[src/rtl/digit_scan_ctrl.sv]
// rtl/digit_scan_ctrl.sv - six-digit seven-segment scan controller with frame-aligned digit commit
// Optional leading-zero suppression: define DIGIT_SCAN_ZERO_BLANK_EN.
module digit_scan_ctrl #(
    parameter int DIV   = 50000,
    parameter int DIV_W = 16
) (
    input  logic       clk,
    input  logic       reset,
    input  logic       en,
    input  logic       load_req,
    input  logic [3:0] d1,
    input  logic [3:0] d2,
    input  logic [3:0] d3,
    input  logic [3:0] d4,
    input  logic [3:0] d5,
    input  logic [3:0] d6,
    output logic       load_ack,
    output logic       pending,
    output logic [5:0] seg_sel,
    output logic [3:0] digit_out,
    output logic       frame_start
);

    typedef enum logic {BLANK, SCAN} state_t;

    state_t           state, state_n;
    logic [DIV_W-1:0] presc, presc_n;
    logic [2:0]       idx, idx_n;
    logic [5:0][3:0]  din;
    logic [5:0][3:0]  active, active_n;
    logic [5:0][3:0]  pend_buf;
    logic             pending_n;
    logic             tick, boundary, commit;
    logic [5:0]       seg_sel_d;
    logic [3:0]       digit_out_d;

    // Element 0 is d1 so that idx 0 addresses the leftmost digit.
    assign din = {d6, d5, d4, d3, d2, d1};

    assign tick     = (state == SCAN) && (presc == DIV_W'(DIV - 1));
    assign boundary = en && ((state == BLANK) || (tick && (idx == 3'd5)));
    assign commit   = boundary && (pending || load_req);

    always_ff @(posedge clk) begin
        if (reset) begin
            state <= BLANK;
        end else begin
            state <= state_n;
        end
    end

    always_comb begin
        state_n = state;
        case (state)
            BLANK:   if (en)  state_n = SCAN;
            SCAN:    if (!en) state_n = BLANK;
            default: state_n = BLANK;
        endcase
    end

    always_comb begin
        presc_n = '0;
        idx_n   = 3'd0;
        if (state == SCAN && en) begin
            if (tick) begin
                idx_n = (idx == 3'd5) ? 3'd0 : idx + 3'd1;
            end else begin
                presc_n = presc + DIV_W'(1);
                idx_n   = idx;
            end
        end
    end

    // A load on the boundary cycle bypasses the pending buffer entirely.
    always_comb begin
        active_n  = active;
        pending_n = pending;
        if (commit) begin
            active_n  = load_req ? din : pend_buf;
            pending_n = 1'b0;
        end else if (load_req) begin
            pending_n = 1'b1;
        end
    end

`ifdef DIGIT_SCAN_ZERO_BLANK_EN
    logic [5:0] lead_zero;
    logic       run_zero;

    always_comb begin
        lead_zero = '0;
        run_zero  = 1'b1;
        for (int k = 0; k < 5; k++) begin
            run_zero     = run_zero && (active_n[k] == 4'd0);
            lead_zero[k] = run_zero;
        end
    end
`endif

    always_comb begin
        seg_sel_d   = 6'b111111;
        digit_out_d = active_n[idx_n];
        if (state_n == SCAN) begin
            seg_sel_d = ~(6'b100000 >> idx_n);
`ifdef DIGIT_SCAN_ZERO_BLANK_EN
            if (lead_zero[idx_n]) seg_sel_d = 6'b111111;
`endif
        end
    end

    always_ff @(posedge clk) begin
        if (reset) begin
            presc       <= '0;
            idx         <= 3'd0;
            active      <= '0;
            pend_buf    <= '0;
            pending     <= 1'b0;
            seg_sel     <= 6'b111111;
            digit_out   <= 4'd0;
            load_ack    <= 1'b0;
            frame_start <= 1'b0;
        end else begin
            presc       <= presc_n;
            idx         <= idx_n;
            active      <= active_n;
            if (load_req) pend_buf <= din;
            pending     <= pending_n;
            seg_sel     <= seg_sel_d;
            digit_out   <= digit_out_d;
            load_ack    <= commit;
            frame_start <= boundary;
        end
    end

endmodule

[config.mk]
export PLATFORM = sky130hd
export DESIGN_NAME = digit_scan_ctrl
export DESIGN_NICKNAME = d
export VERILOG_FILES = /design/src/rtl/digit_scan_ctrl.sv
export SDC_FILE = /design/constraint.sdc
export NUM_CORES = 1
export LEC_CHECK = 0
export CORE_MARGIN = 2
export CORE_UTILIZATION = 25
export DETAILED_ROUTE_END_ITERATION = 10
export PLACE_DENSITY = 0.53
export SLEW_MARGIN = 10
export SYNTH_ARGS = -nofsm -noshare
export SYNTH_HDL_FRONTEND = slang
export SYNTH_SLANG_ARGS = --single-unit
[constraint.sdc]
create_clock -name clk -period 3.15 [get_ports clk]
set_input_delay 0.4725 -clock clk [delete_from_list [all_inputs] [get_ports clk]]
set_output_delay 0.4725 -clock clk [all_outputs]
set_load 0.1 [all_outputs]
# Word level (Yosys, flattened, before mapping)
# Index checks and enable logic that the tools add are counted.
# totals
ff_bits	81
output_inout_bits	13
word_cells	48
# op_classes
addsub	2
n_lt_le_gt_ge	1
n_eq_ne	2
n_shift	1
muxes	8
bitwise	4
reduce_logical	10
# ops
op	n
2-to-1 mux 24 bit	2
adder 16 x 1 -> 16 bit, second input constant	1
equality test 16 bit, second input constant	1
binary-select mux 4 bit (select 3 bit)	1
2-to-1 mux 3 bit	3
inverter 6 bit	1
>> shifter 6 x 3 -> 6 bit, first input constant	1
logical AND 1 bit	5
< comparator 3 x 4 -> 1 bit, second input constant	1
2-to-1 mux 4 bit	1
OR reduction 2 bit	2
adder 3 x 1 -> 3 bit, second input constant	1
equality test 3 bit, second input constant	1
inverter 1 bit	3
OR reduction 3 bit	1
logical OR 1 bit	2
2-to-1 mux 1 bit	1

# Depth between registers and ports, before layout
# Gate-level depths: netlist (run 1).
# depth
word_depth	9
depth_mapped	9
ltp_nobuf	7

# Least setup slack after synthesis (run 1)
# No wires, ideal clock.
# synth_timing
path_type	reg-to-reg
startpoint	reg pending
endpoint	reg digit_out[1]
setup_ps	86
arrival_time_ps	2400
path_slack_ps	664
stages_incl_launch_ff	9
path_cell_list	dfxtp_1 o21a_1 nor2b_1 clkbuf_1 clkbuf_1 nor2_1 a32oi_1 a22oi_1 a211oi_1
# synth_between
elab_chain_cells	5
# synth_lines
item	line	rtl
start: declaration	18	output logic pending,
start signal: assignment	127	pending <= pending_n;
logical OR 1 bit	42	assign commit = boundary && (pending || load_req);
logical AND 1 bit	42	
2-to-1 mux 24 bit	78	if (commit) begin
binary-select mux 4 bit (select 3 bit)	102	digit_out_d = active_n[idx_n];
2-to-1 mux 4 bit (not written as such)	102	
end signal: assignment	129	digit_out <= digit_out_d;
end: declaration	20	output logic [3:0] digit_out,
# No other way between the ends. The select of a mux whose other input is x is not followed.
# A chain may end at the register's enable or synchronous reset.

# Worst setup path in the final report (run 1)
# layout_timing
startpoint	reg presc[12]
endpoint	reg digit_out[3]
# layout_between
elab_chain_cells	9
word_cells_on_any_way	11
cone_classes	eq/ne (1); mux (5); reduce/logical (5)
# layout_lines
item	line	rtl
start: declaration	27	logic [DIV_W-1:0] presc, presc_n;
start signal: assignment	123	presc <= presc_n;
equality test 16 bit (*)	40	assign tick = (state == SCAN) && (presc == DIV_W'(DIV - 1));
logical AND 1 bit (*)	40	
logical AND 1 bit	41	assign boundary = en && ((state == BLANK) || (tick && (idx == 3'd5)));
logical OR 1 bit	41	
logical AND 1 bit	41	
logical AND 1 bit	42	
2-to-1 mux 24 bit	78	
binary-select mux 4 bit (select 3 bit) (*)	102	
2-to-1 mux 4 bit (not written as such) (*)	102	
# Every way passes the cells marked *; elsewhere a longest branch is shown, timed or not. The select of a mux whose other input is x is not followed.

==> out/qor.yml, run 1 <==
dieArea_sq_mm: 0.0142
synthDominantCellAreaShare_pct: 48.8
grt_max_degree: 56
synth_cells: 344
whs_ns: 0.407
syn-num-nets: 373
synth_seq_cells: 81
hold_buffers: 0
cellPowerDensity_mw_per_mm2: 572
post_cts_resized: 0
min_to: "state$_SDFF_PP0_"
clock_skew_ns: 0.00898
ys_types: 43
io_buffer_count: 40
hold_violations: 0
synth_top_area_cell: "dfxtp_1"
drv_cap: 0
path_cells: "nor4b_4 -> nand4_2 -> o41ai_4 -> buf_4 -> a32oi_1 -> a221oi_1 -> a211oi_1"
vias: 2529
min_path_cells: 2
async_flop_share_pct: 0
fillers: 1325
clock-root-buffer: "clkbuf_16"
final_cells: 560
die_h_um: 119
first_iter_violations: 153
synth_area_sq_mm: 0.00332
synth_area_leaders: "dfxtp_1 49%, mux2i_1 8.7%, nor2_1 7.9%"
die_x_um: 119
cts_tree: "yes"
worst_setup_path_end_kind: "register"
cts_made_buffers: 9
routedWlPerCell_um: 13.4
critPathKind: "register to register"
rows: 42
htreeDepth: 3
worstPathArrival_ns: 2.63
slew_violations: 0
dp_hpwl_um: 5130
rsz0062_at_grt: "false"
clk_path_buf_depth: 2
synth_most_common_cell: "dfxtp_1"
place_congestion: 0.799
worstMarginPinSlew_ns: 1.17
synth-seq-area-share_pct: 48.8
areaGrowthSynthToFinish_pct: 25.3
start_util_pct: 25.4
grt-ovfl-total: 0
drc: 0
first_global_vias: 2500
vias_per_cell: 4.52
final_layout_size_suffix_gt1_share_pct: 11.5
required_ns: 3.35
pin_count: 41
power_mw: 2.38
synth_ff_type: "dfxtp_1"
fin_crit_ns: 2.43
numClockSinks: 81
grtUsageTotal_pct: 11.1
power_leakage_nw: 1.59
dp_cells: 545
path_clk_slew_ns: 0.06
cts_setup_buffers: 0
startpoint_type: "register"
dr.pass1.iters: 4
setup_viol: 0
finalWirelength_um: 7490
path_max_fanout: 8
setup_tns_ns: 0
clock_latency_ns: 0.34
worst_r2r_path_depth: 7
coreArea_sq_mm: 0.0131
hp-class: "input pin to register"
min_period_over_period_pct: 77.2
antenna_found_initial: 0
grt_pass1_wl_um: 12400
r2r_start: "presc[12]$_SDFF_PP0_"
r2r_end: "digit_out[3]$_SDFF_PP0_"
synth.avg_cell_area_sq_um: 9.66
critical_path.max_stage_delay_ns: 0.56
finish.net_count: 409
netlist_top_cells_count: "81 x dfxtp_1, 70 x nor2_1, 29 x mux2i_1, 16 x nor2b_1, 15 x nand2_1"
fmax_mhz: 411
slowest_stage: "o41ai_4"
worst-r2r-setup-slack_ns: 0.72
ir_drop_mv: 0.225
ant_nets: 0
slew_headroom_pct: 21.7
yosysWarnings: 0
antenna_cells: 0
status: "completed"
hold_start: "reset"
synth_edf_count: 0
worst max-delay path, delay by kind of cell (launching register included):
kind            cells  cell delay, ns
simple gates        2            0.58
flops               1            0.36
buf+inv             1            0.26
compound gates      4            1.10
where the power goes:
part | internal (mW) | switching [mW]
combinational | 0.0991 | 0.150
sequential | 1.07 | 0.0146
clock | 0.632 | 0.412
through the flow:
step	util [%]	instance area, sq um	setup slack, ns
3_5_place_dp	29.6	3870	0.628
6_report	31.8	4160	0.717
2_1_floorplan	-	3320	0.664
4_1_cts	31.8	4160	0.676
3_3_place_gp	29.6	3870	0.663
5_1_grt	31.8	4160	0.507
state kept, by name, summed over array words and instances (netlist names):
| name | cells |
|---|---|
| active | 24 |
| digit_out | 4 |
| frame_start | 1 |
| idx | 3 |
| load_ack | 1 |
| pend_buf | 24 |
| pending | 1 |
| presc | 16 |
| seg_sel | 6 |
| state | 1 |
layout by cell type (no fill, tap or decap), drive strengths merged, types with 9 or more instances in the layout:
cell,netlist,routed
and3,9,9
a211oi,14,14
a32oi,12,12
nor2,70,70
dfxtp,81,81
mux2i,29,29
buf,10,21
clkdlybuf4s50,0,27
nor2b,16,16
nand2,15,15
clkbuf,13,11
nand3,11,11
cells by family after synthesis:
| kind of cell | synth area share [%] |
|---|---|
| AO/OA/AOI/OAI | 14.0 |
| XOR/XNOR | 3.69 |
| AND/OR/NAND/NOR | 21.2 |
| adder cells (fa/ha/maj) | 0.377 |
| multiplexers | 8.74 |
| buffers and inverters | 3.24 |
| flip-flops | 48.8 |
how the worst max path moves through the flow:
stage / to / slack, ns / cells after the start / from
final: digit_out[3]$_SDFF_PP0_ / 0.72 / 7 / presc[12]$_SDFF_PP0_
after global routing: digit_out[0]$_SDFF_PP0_ / 0.51 / 7 / presc[5]$_SDFF_PP0_
after CTS: digit_out[3]$_SDFF_PP0_ / 0.68 / 7 / presc[12]$_SDFF_PP0_
after detailed placement: digit_out[0]$_SDFF_PP0_ / 0.63 / 6 / en
after global placement: digit_out[3]$_SDFF_PP0_ / 0.66 / 7 / presc[12]$_SDFF_PP0_
after floorplan: digit_out[1]$_SDFF_PP0_ / 0.66 / 8 / pending$_SDFFE_PP0P_
routing by layer:
layer	global-route usage, %	part of all wire, %	vias up	wire length (um)
li1	-	-	1291	-
met1	14.9	50	1170	3740
met2	16.5	43	62	3250
met3	3.02	5.2	6	391
met4	5.43	1.4	0	108
met5	0	0	-	0
cell type report:
class,count,area [sq um],area share (%)
Sequential cell,81,1620,38.9
Multi-Input combinational cell,238,1590,38.3
Timing Repair Buffer,48,425,10.2
Clock buffer,11,243,5.83
Inverter,2,7.51,0.180
Tap cell,176,220,5.29
Clock inverter,4,53.8,1.29
Note: power is estimated with default switching activity, not from simulation.
==> run 2, diff against run 1 <==
--- a/config.mk
+++ b/config.mk
@@ -8,7 +8,7 @@
 export CORE_MARGIN = 2
 export CORE_UTILIZATION = 25
 export DETAILED_ROUTE_END_ITERATION = 10
-export PLACE_DENSITY = 0.53
+export PLACE_DENSITY = 0.55
 export SLEW_MARGIN = 10
 export SYNTH_ARGS = -nofsm -noshare
 export SYNTH_HDL_FRONTEND = slang
==> constraint.sdc (replaced) <==
create_clock -name clk -period 1.99 [get_ports clk]
set_input_delay 0.2985 -clock clk [delete_from_list [all_inputs] [get_ports clk]]
set_output_delay 0.2985 -clock clk [all_outputs]
set_load 0.1 [all_outputs]
==> run 2 against run 1 <==
  * The flow now finishes with violations (setup timing)
  * Clock skew decreased by 0.0036 ns
  * Maximum frequency increased by 16%
  * Critical endpoint unchanged
  * Routed wire length increased by 6.6%
  * Worst setup slack got worse by 0.82 ns
  * Sequential share of layout area decreased by 5.1 points
  * First-iteration DRC count decreased by 27%
  * Register-to-register slack got worse by 0.82 ns
  * Global-route usage increased by 0.78 points
  * Non-clock buffer count increased by 54
  * Design area increased by 16%
  * Die area unchanged
==> out/qor.yml, run 2 (synthesized netlist as in run 1, its figures left out) <==
worst_slack_ns: -0.103  # -0.820 ns
ant_nets: 0  # unchanged
finalWirelength_um: 7990  # +6.6%
final_area_sq_mm: 0.00481  # +16%
dp_hpwl_um: 5560  # +8.3%
antenna_found_initial: 0  # unchanged
finish.net_count: 463  # +13%
clk_path_buf_depth: 2  # unchanged
cts_tree: "yes"
die_x_um: 119  # unchanged
final_layout_size_suffix_gt1_share_pct: 29.8  # +18 points
ir_drop_mv: 0.385  # +72%
status: "finished, violations left"
dpl_cell_area_sq_mm: 0.00419  # +8.3%
violations: "setup timing"
antenna_cells: 0  # unchanged
areaGrowthSynthToFinish_pct: 44.9
critical_path.max_stage_delay_ns: 0.54  # -0.02 ns
rows: 42  # unchanged
dr.pass1.iters: 4  # unchanged
hold_violations: 0  # unchanged
hp-class: "input pin to register"
coreArea_sq_mm: 0.0131  # unchanged
drv_cap: 0  # unchanged
cp_top_family: "simple AND/OR/NAND/NOR gates"
vias_per_cell: 4.47  # -0.91%
fin_crit_ns: 2.09  # -0.340 ns
path_max_fanout: 8  # unchanged
layout_common_cells: "76 x dfxtp_1, 70 x nor2_1, 63 x buf_4"
reg_top3: "active (24), pend_buf (24), presc (16)"
slew_headroom_pct: 60.6  # +39 points
first_global_vias: 2766  # +11%
cellPowerDensity_mw_per_mm2: 797  # +39%
start_util_pct: 25.4  # unchanged
slew_violations: 0  # unchanged
grt-ovfl-total: 0  # unchanged
io_buffer_count: 40  # unchanged
min_period_over_period_pct: 105  # +28 points
cts_made_buffers: 9  # unchanged
numClockSinks: 81  # unchanged
dp_cells: 586  # +7.5%
clock-root-buffer: "clkbuf_16"
setup_viol: 16  # +16
htreeDepth: 3  # unchanged
fmax_mhz: 478  # +16%
final_cells: 615  # +9.8%
first_iter_violations: 112  # -27%
place_congestion: 0.817  # +2.3%
pin_count: 41  # unchanged
final_common_cell: "dfxtp_1"
critPathKind: "register to register"
worst_setup_path_end_kind: "register"
power_leakage_nw: 1.92  # +21%
worstMarginPinSlew_ns: 0.591  # -0.581 ns
dieArea_sq_mm: 0.0142  # unchanged
routedWlPerCell_um: 13.0  # -2.9%
grtUsageTotal_pct: 11.9  # +0.78 points
worst-path-buf-inv: 1  # unchanged
required_ns: 2.24  # -1.11 ns
grt_max_degree: 56  # unchanged
worstPathArrival_ns: 2.34  # -0.29 ns
slowest_stage: "or4b_4"
vias: 2752  # +8.8%
path_clk_slew_ns: 0.06  # about the same
hold_buffers: 0  # unchanged
die_h_um: 119  # unchanged
path_cells: "or4b_4 -> nor3_4 -> nand3_2 -> o221ai_2 -> buf_6 -> a22oi_1 -> a211oi_1"
clock_skew_ns: 0.00537  # -0.00361 ns
clock_latency_ns: 0.34  # about the same
drc: 0  # unchanged
startpoint_type: "register"
rsz0062_at_grt: "true"
grt_pass1_wl_um: 13500  # +8.1%
## run 2: cell types whose count changed in the layout (fill, tap and decap cells not counted), moves of 4 or more
cell / before / now
a211oi_1: 13 / 8
a211oi_2: 0 / 5
a221oi_1: 8 / 4
a221oi_2: 0 / 4
a32oi_1: 12 / 6
a32oi_2: 0 / 6
buf_4: 20 / 63
buf_6: 0 / 8
dfxtp_1: 81 / 76
dfxtp_2: 0 / 4
## run 2: metrics by stage
| stage | power, mW | utilization, % | hold slack (ns) | setup TNS, ns | setup WS (ns) |
|---|---|---|---|---|---|
| 6_report | 3.84 | 36.8 | 0.305 | -1.02 | -0.103 |
| 5_1_grt | 3.99 | 36.8 | 0.314 | -2.85 | -0.180 |
| 4_1_cts | 3.85 | 35.7 | 0.295 | -0.426 | -0.0620 |
| 3_5_place_dp | 2.18 | 32.0 | 0.482 | -1.92 | -0.169 |
| 3_3_place_gp | 2.17 | 32.0 | 0.473 | -1.96 | -0.133 |
| 2_1_floorplan | 2.02 | - | 0.388 | 0 | 0.0108 |
## run 2: routing by layer
metal	global-route usage (%)	vias up	share of wire (%)
li1	-	1394	-
met1	15.6	1287	48
met2	17.7	54	45
met3	2.97	17	3.9
met4	6.77	0	2.6
met5	0	-	0
## run 2: what timing repair did
action,in CTS,in global routing
pin swaps,7,15
setup buffers,9,2
cloned,1,1
setup endpoints to repair,20,22
resized for setup,18,21
## run 2: path summary, 6_finish.rpt
kind	start	to	slack, ns	cells past startpoint
worst min register to register	presc[0]$_SDFF_PP0_	presc[0]$_SDFF_PP0_	0.49	2
worst min-delay path	reset	state$_SDFF_PP0_	0.30	3
worst max-delay path	presc[11]$_SDFF_PP0_	digit_out[3]$_SDFF_PP0_	-0.10	7
worst max register to register	presc[11]$_SDFF_PP0_	digit_out[3]$_SDFF_PP0_	-0.10	7
## run 2: power breakdown
group	total, mW	internal [mW]	switching, mW
logic	0.476	0.212	0.264
clock network	1.64	1.00	0.636
registers	1.72	1.70	0.0235
total	3.84	2.91	0.924
## run 2: worst reg2reg max path, stage by stage (launching register included)
cell	delay, ns
dfxtp_2	0.33
or4b_4	0.54
nor3_4	0.21
nand3_2	0.14
o221ai_2	0.25
buf_6	0.20
a22oi_1	0.08
a211oi_1	0.25
## run 2: layout make-up
cell class	instances	area (sq um)
Multi-Input combinational cell	238	1740
Tap cell	176	220
Inverter	2	7.51
Clock buffer	11	243
Fill cell	1281	8270
Clock inverter	5	55.1
Sequential cell	81	1630
Timing Repair Buffer	102	921
==> run 3, diff against run 2 <==
--- a/config.mk
+++ b/config.mk
@@ -5,6 +5,7 @@
 export SDC_FILE = /design/constraint.sdc
 export NUM_CORES = 1
 export LEC_CHECK = 0
+export CAP_MARGIN = 20
 export CORE_MARGIN = 2
 export CORE_UTILIZATION = 25
 export DETAILED_ROUTE_END_ITERATION = 10
==> results of run 3 <==
Final layout, timing and power as in run 2 (identical DEF).
